<file path="config.mk">
export PLATFORM = sky130hd
export DESIGN_NAME = vga_timing_controller
export DESIGN_NICKNAME = d
export VERILOG_FILES = /design/src/rtl/vga_timing_controller.sv
export SDC_FILE = /design/constraint.sdc
export NUM_CORES = 1
export LEC_CHECK = 0
export ABC_AREA = 1
export CAP_MARGIN = 20
export CELL_PAD_IN_SITES_DETAIL_PLACEMENT = 1
export CELL_PAD_IN_SITES_GLOBAL_PLACEMENT = 1
export CORE_MARGIN = 2
export CORE_UTILIZATION = 43
export CTS_CLUSTER_SIZE = 25
export DETAILED_ROUTE_END_ITERATION = 10
export DONT_BUFFER_PORTS = 1
export PLACE_DENSITY = 0.73
export RECOVER_POWER = 100
export SLEW_MARGIN = 15
export SYNTH_ARGS = -nofsm -noshare
export SYNTH_HDL_FRONTEND = slang
export SYNTH_SLANG_ARGS = --single-unit
</file>
<file path="constraint.sdc">
create_clock -name clk -period 1.9 [get_ports clk]
set_clock_uncertainty 0.05 [all_clocks]
set_input_delay 0.19 -clock clk [delete_from_list [all_inputs] [get_ports clk]]
set_output_delay 0.19 -clock clk [all_outputs]
set_load 0.01 [all_outputs]
</file>
<file path="src/rtl/vga_timing_controller.sv">
// 640x480@60 VGA timing generator and DAC output stage.
// Sync/blank are delayed to line up with the drawers' registered colour.
module vga_timing_controller #(
   parameter int H_VISIBLE  = 640,
   parameter int H_FRONT    = 16,
   parameter int H_SYNC     = 96,
   parameter int H_BACK     = 48,
   parameter int V_VISIBLE  = 480,
   parameter int V_FRONT    = 10,
   parameter int V_SYNC     = 2,
   parameter int V_BACK     = 33,
   parameter int PIPE_DELAY = 1
) (
   input  logic        clk,
   input  logic        reset,
   input  logic [7:0]  RGBin,
   output logic [10:0] pixelX,
   output logic [10:0] pixelY,
   output logic        startOfFrame,
   output logic        hSyncN,
   output logic        vSyncN,
   output logic        blankN,
   output logic [7:0]  red,
   output logic [7:0]  green,
   output logic [7:0]  blue
);

   localparam logic [10:0] H_LAST =
      11'(H_VISIBLE + H_FRONT + H_SYNC + H_BACK - 1);
   localparam logic [10:0] V_LAST =
      11'(V_VISIBLE + V_FRONT + V_SYNC + V_BACK - 1);
   localparam logic [10:0] H_VIS  = 11'(H_VISIBLE);
   localparam logic [10:0] V_VIS  = 11'(V_VISIBLE);
   localparam logic [10:0] HS_BEG = 11'(H_VISIBLE + H_FRONT);
   localparam logic [10:0] HS_END = 11'(H_VISIBLE + H_FRONT + H_SYNC);
   localparam logic [10:0] VS_BEG = 11'(V_VISIBLE + V_FRONT);
   localparam logic [10:0] VS_END = 11'(V_VISIBLE + V_FRONT + V_SYNC);

   logic [10:0] h_cnt;
   logic [10:0] v_cnt;
   logic        visible;
   logic        hs;
   logic        vs;
   logic [PIPE_DELAY-1:0] vis_q;
   logic [PIPE_DELAY-1:0] hs_q;
   logic [PIPE_DELAY-1:0] vs_q;
   logic [2:0]  r3;
   logic [2:0]  g3;
   logic [1:0]  b2;

   assign {r3, g3, b2} = RGBin;

   always_ff @(posedge clk) begin
      if (reset) begin
         h_cnt <= '0;
         v_cnt <= '0;
      end else if (h_cnt == H_LAST) begin
         h_cnt <= '0;
         v_cnt <= (v_cnt == V_LAST) ? '0 : v_cnt + 11'd1;
      end else begin
         h_cnt <= h_cnt + 11'd1;
      end
   end

   always_comb begin
      visible = (h_cnt < H_VIS) && (v_cnt < V_VIS);
      hs      = (h_cnt >= HS_BEG) && (h_cnt < HS_END);
      vs      = (v_cnt >= VS_BEG) && (v_cnt < VS_END);
   end

   // Clearing the delay line on reset keeps stale sync out of the outputs
   always_ff @(posedge clk) begin
      if (reset) begin
         vis_q <= '0;
         hs_q  <= '0;
         vs_q  <= '0;
      end else begin
         vis_q[0] <= visible;
         hs_q[0]  <= hs;
         vs_q[0]  <= vs;
         for (int i = 1; i < PIPE_DELAY; i++) begin
            vis_q[i] <= vis_q[i-1];
            hs_q[i]  <= hs_q[i-1];
            vs_q[i]  <= vs_q[i-1];
         end
      end
   end

   always_ff @(posedge clk) begin
      if (reset) begin
         hSyncN <= 1'b1;
         vSyncN <= 1'b1;
         blankN <= 1'b0;
         red    <= '0;
         green  <= '0;
         blue   <= '0;
      end else begin
         hSyncN <= ~hs_q[PIPE_DELAY-1];
         vSyncN <= ~vs_q[PIPE_DELAY-1];
         blankN <= vis_q[PIPE_DELAY-1];
         if (vis_q[PIPE_DELAY-1]) begin
            red   <= {r3, r3, r3[2:1]};
            green <= {g3, g3, g3[2:1]};
            blue  <= {b2, b2, b2, b2};
         end else begin
            red   <= '0;
            green <= '0;
            blue  <= '0;
         end
      end
   end

   assign pixelX       = h_cnt;
   assign pixelY       = v_cnt;
   assign startOfFrame = ~reset && (h_cnt == '0) && (v_cnt == '0);

endmodule

</file>
==> results.txt <==
Combined global-route utilization of all metal layers = 19.3%
Seq/Total Area, Yosys = 39.4%
Synthesized netlist net count = 270
Critical path class = flop to primary output
Antenna Diode Count = 0
Share of Yosys cell area claimed by the top area cell type = 39.4%
Clock tree from TritonCTS = done
Wire length of the first global-routing pass = 7360 µm
Dpl hpwl = 3200 µm
Worst-margin pin slew = 422 ps
Unrepaired setup endpoints after global routing = no
Post-Synthesis Cells = 256
Nets = 271
Core Area = 4060 µm²
Worst Setup Start Kind = flop
Most frequent cell on the critical path = sky130_fd_sc_hd__nor2_1
Final weighted congestion in routability-driven placement = 0.807
Met1 WL = 2080 µm
Synthesis Warnings = 0
Biggest area consumer among synthesized cells = sky130_fd_sc_hd__dfxtp_1
WL met3 = 270 µm
Number of levels the H-tree was split into = 2
Met2 Routed Length = 1870 µm
Netlist Area Pre-Place = 1830 µm²
Setup TNS = 0 ps
PortBufs = 0
Number of clock sinks seen by CTS = 36
Via count = 1,536
Biggest cell delay along the critical path = 390 ps
WP buf/inv = 1
Peak Freq = 571 MHz
Clock Root Buffer = sky130_fd_sc_hd__clkbuf_8
Post-CTS clock slew at the launch and capture registers of the worst setup and hold paths = 70 ps
Crit path max fanout = 5
Fin crit share = 92.3%
Leakage power summed over all cells = 0.802 nW
Worst IR drop on VDD = 0.000361 V
Vias per cell = 5.00
Nature of the critical path endpoint = primary output
Fin crit period = 1750 ps
Synthesis-stage register bit count = 36
Overall die area = 4790 µm²
Ports placed on the boundary = 60
Most used cells in the layout excluding fill and tap cells = sky130_fd_sc_hd__nand2_1, sky130_fd_sc_hd__nor2_1, sky130_fd_sc_hd__dfxtp_1
DIE WIDTH = 69.2 µm
Critical Path, Cell by Cell = inv_1 -> ha_1 -> nand4_1 -> nor2_1 -> nand3b_1 -> nor2_1
Area contributors post-synth = sky130_fd_sc_hd__dfxtp_1, sky130_fd_sc_hd__nand2_1, sky130_fd_sc_hd__nor2_1, sky130_fd_sc_hd__buf_4, sky130_fd_sc_hd__inv_1
Number of max-cap violations = 0
Setup Viol. Count Final = 0
Antenna Nets Post-Route = 0
Row count = 23
Worst min-delay path class = primary input to flop
Aggregate routed wire length = 4300 µm
Number of gates resized after cts = 0
Top FF cell, synth = sky130_fd_sc_hd__dfxtp_1
Share of post-route cells with drive strength above 1 = 8.17%
Number of DRC violations after detailed-routing iteration 0 = 68
Total DRC errors in the routed layout = 0
Starting density of the core = 45.1%
Max clock buf depth = 2
Run status = complete, no violations
Delay-heaviest family, CP = simple AND/OR/NAND/NOR gates
Total count of hold-check failures in the final report = 0
Final-layout fill cell count = 529
Remaining global-route overflow = 0
Worst setup slack after layout = 147 ps
CTS buffer count = 5
Antenna violations before repair = 0
Height of the chip = 69.2 µm
Pin count of the biggest net entering global routing = 12
Asr flop ratio synth = 0%
Critical path arrival = 1510 ps
Worst path slowest cell = sky130_fd_sc_hd__dfxtp_1
Post-synthesis average cell area = 7.15 µm²
Post-Place Worst Slack = 245 ps
Post-synthesis to final-layout area growth = 4.58%
Number of iterations in the first detailed-routing pass = 4
Required arrival time at the worst endpoint = 1660 ps
Number of global-route vias before repair = 1,513
Slew Viols, Final = 0
Drt wl/cell = 14.0 µm
Power density over the cells = 716 nW/µm²
Number of synthesized flops with an enable pin = 0
Most common cell after layout, fill and taps aside = sky130_fd_sc_hd__nand2_1
Synth cell types = 28
Slew margin rel. = 71.8%
Highest metal layer with signal wires = met4
Clock Latency Late Sink = 290 ps
-- power by group --
| group | switching, mW | total (mW) | internal [mW] |
|---|---|---|---|
| clock network | 0.257 | 0.506 | 0.249 |
| registers | 0.0278 | 0.797 | 0.769 |
| logic | 0.0378 | 0.0678 | 0.0300 |
| total | 0.322 | 1.37 | 1.05 |
-- cell usage after synthesis, types with 4 or more instances --
library cell              instances
sky130_fd_sc_hd__a21oi_1          5
sky130_fd_sc_hd__a21oi_2          4
sky130_fd_sc_hd__buf_4           16
sky130_fd_sc_hd__dfxtp_1         36
sky130_fd_sc_hd__ha_1             4
sky130_fd_sc_hd__inv_1           31
sky130_fd_sc_hd__inv_2            4
sky130_fd_sc_hd__nand2_1         52
sky130_fd_sc_hd__nand3_1         19
sky130_fd_sc_hd__nand4_1          6
sky130_fd_sc_hd__nor2_1          50
sky130_fd_sc_hd__nor3_1           5
sky130_fd_sc_hd__xor2_1           4
-- routing by layer --
layer	vias to the layer above	global-route usage [%]
li1	779	-
met1	704	25.6
met2	46	30.2
met3	7	4.36
met4	0	8.28
met5	-	0
-- registers in the layout, indices dropped and copies added (netlist names), 2 cells and up --
register and flops:
blue 2, green 3, pixelX 11, pixelY 11, red 3
-- per-stage QoR --
step / power [mW] / instances / utilization (%) / hold WS, ps / instance area [µm²]
2_1_floorplan: 0.874 / 256 / - / 212 / 1830
3_3_place_gp: 0.870 / 291 / 43.8 / 216 / 1780
3_5_place_dp: 0.872 / 291 / 43.8 / 218 / 1780
4_1_cts: 1.39 / 307 / 48.0 / 132 / 1950
5_1_grt: 1.44 / 307 / 47.2 / 134 / 1910
6_report: 1.37 / 307 / 47.2 / 109 / 1910
-- path summary, 6_finish.rpt --
kind / cells past startpoint / start / to / slack [ps]
hold reg to reg: 1 / vs_q$_SDFF_PP0_ / vSyncN$_SDFF_PP1_ / 330
setup reg to reg: 7 / pixelX[1]$_SDFF_PP0_ / pixelX[3]$_SDFF_PP0_ / 170
setup / recovery: 6 / pixelY[0]$_SDFFE_PP0N_ / startOfFrame / 150
hold / removal: 2 / reset / hSyncN$_SDFF_PP1_ / 110
-- timing repair --
| action | CTS | global route |
|---|---|---|
| endpoints found under the hold margin | 9 | 0 |
| setup endpoints to repair | 0 | 0 |
| hold buffers | 9 | 0 |
| setup buffers | 0 | 0 |
-- area by class of cell --
class	instances	area (µm²)	area share, %
inverter	36	135	7.06
multi-input combinational	166	813	42.5
tap	50	62.6	3.27
timing repair buffer	12	105	5.49
clock buffer	6	72.6	3.79
clock inverter	1	5.00	0.261
sequential	36	721	37.6
-- cell families (layout without fill, tap and decap cells) --
| group | after synthesis | after routing | synth area share, % |
|---|---|---|---|
| simple gates | 146 | 146 | 36.8 |
| compound gates | 11 | 11 | 3.83 |
| buf+inv | 54 | 55 | 14.8 |
| fa+ha+maj | 4 | 4 | 2.73 |
| xor+xnor | 5 | 5 | 2.39 |
| flops | 36 | 36 | 39.4 |
Note: power is estimated with default switching activity, not from simulation.
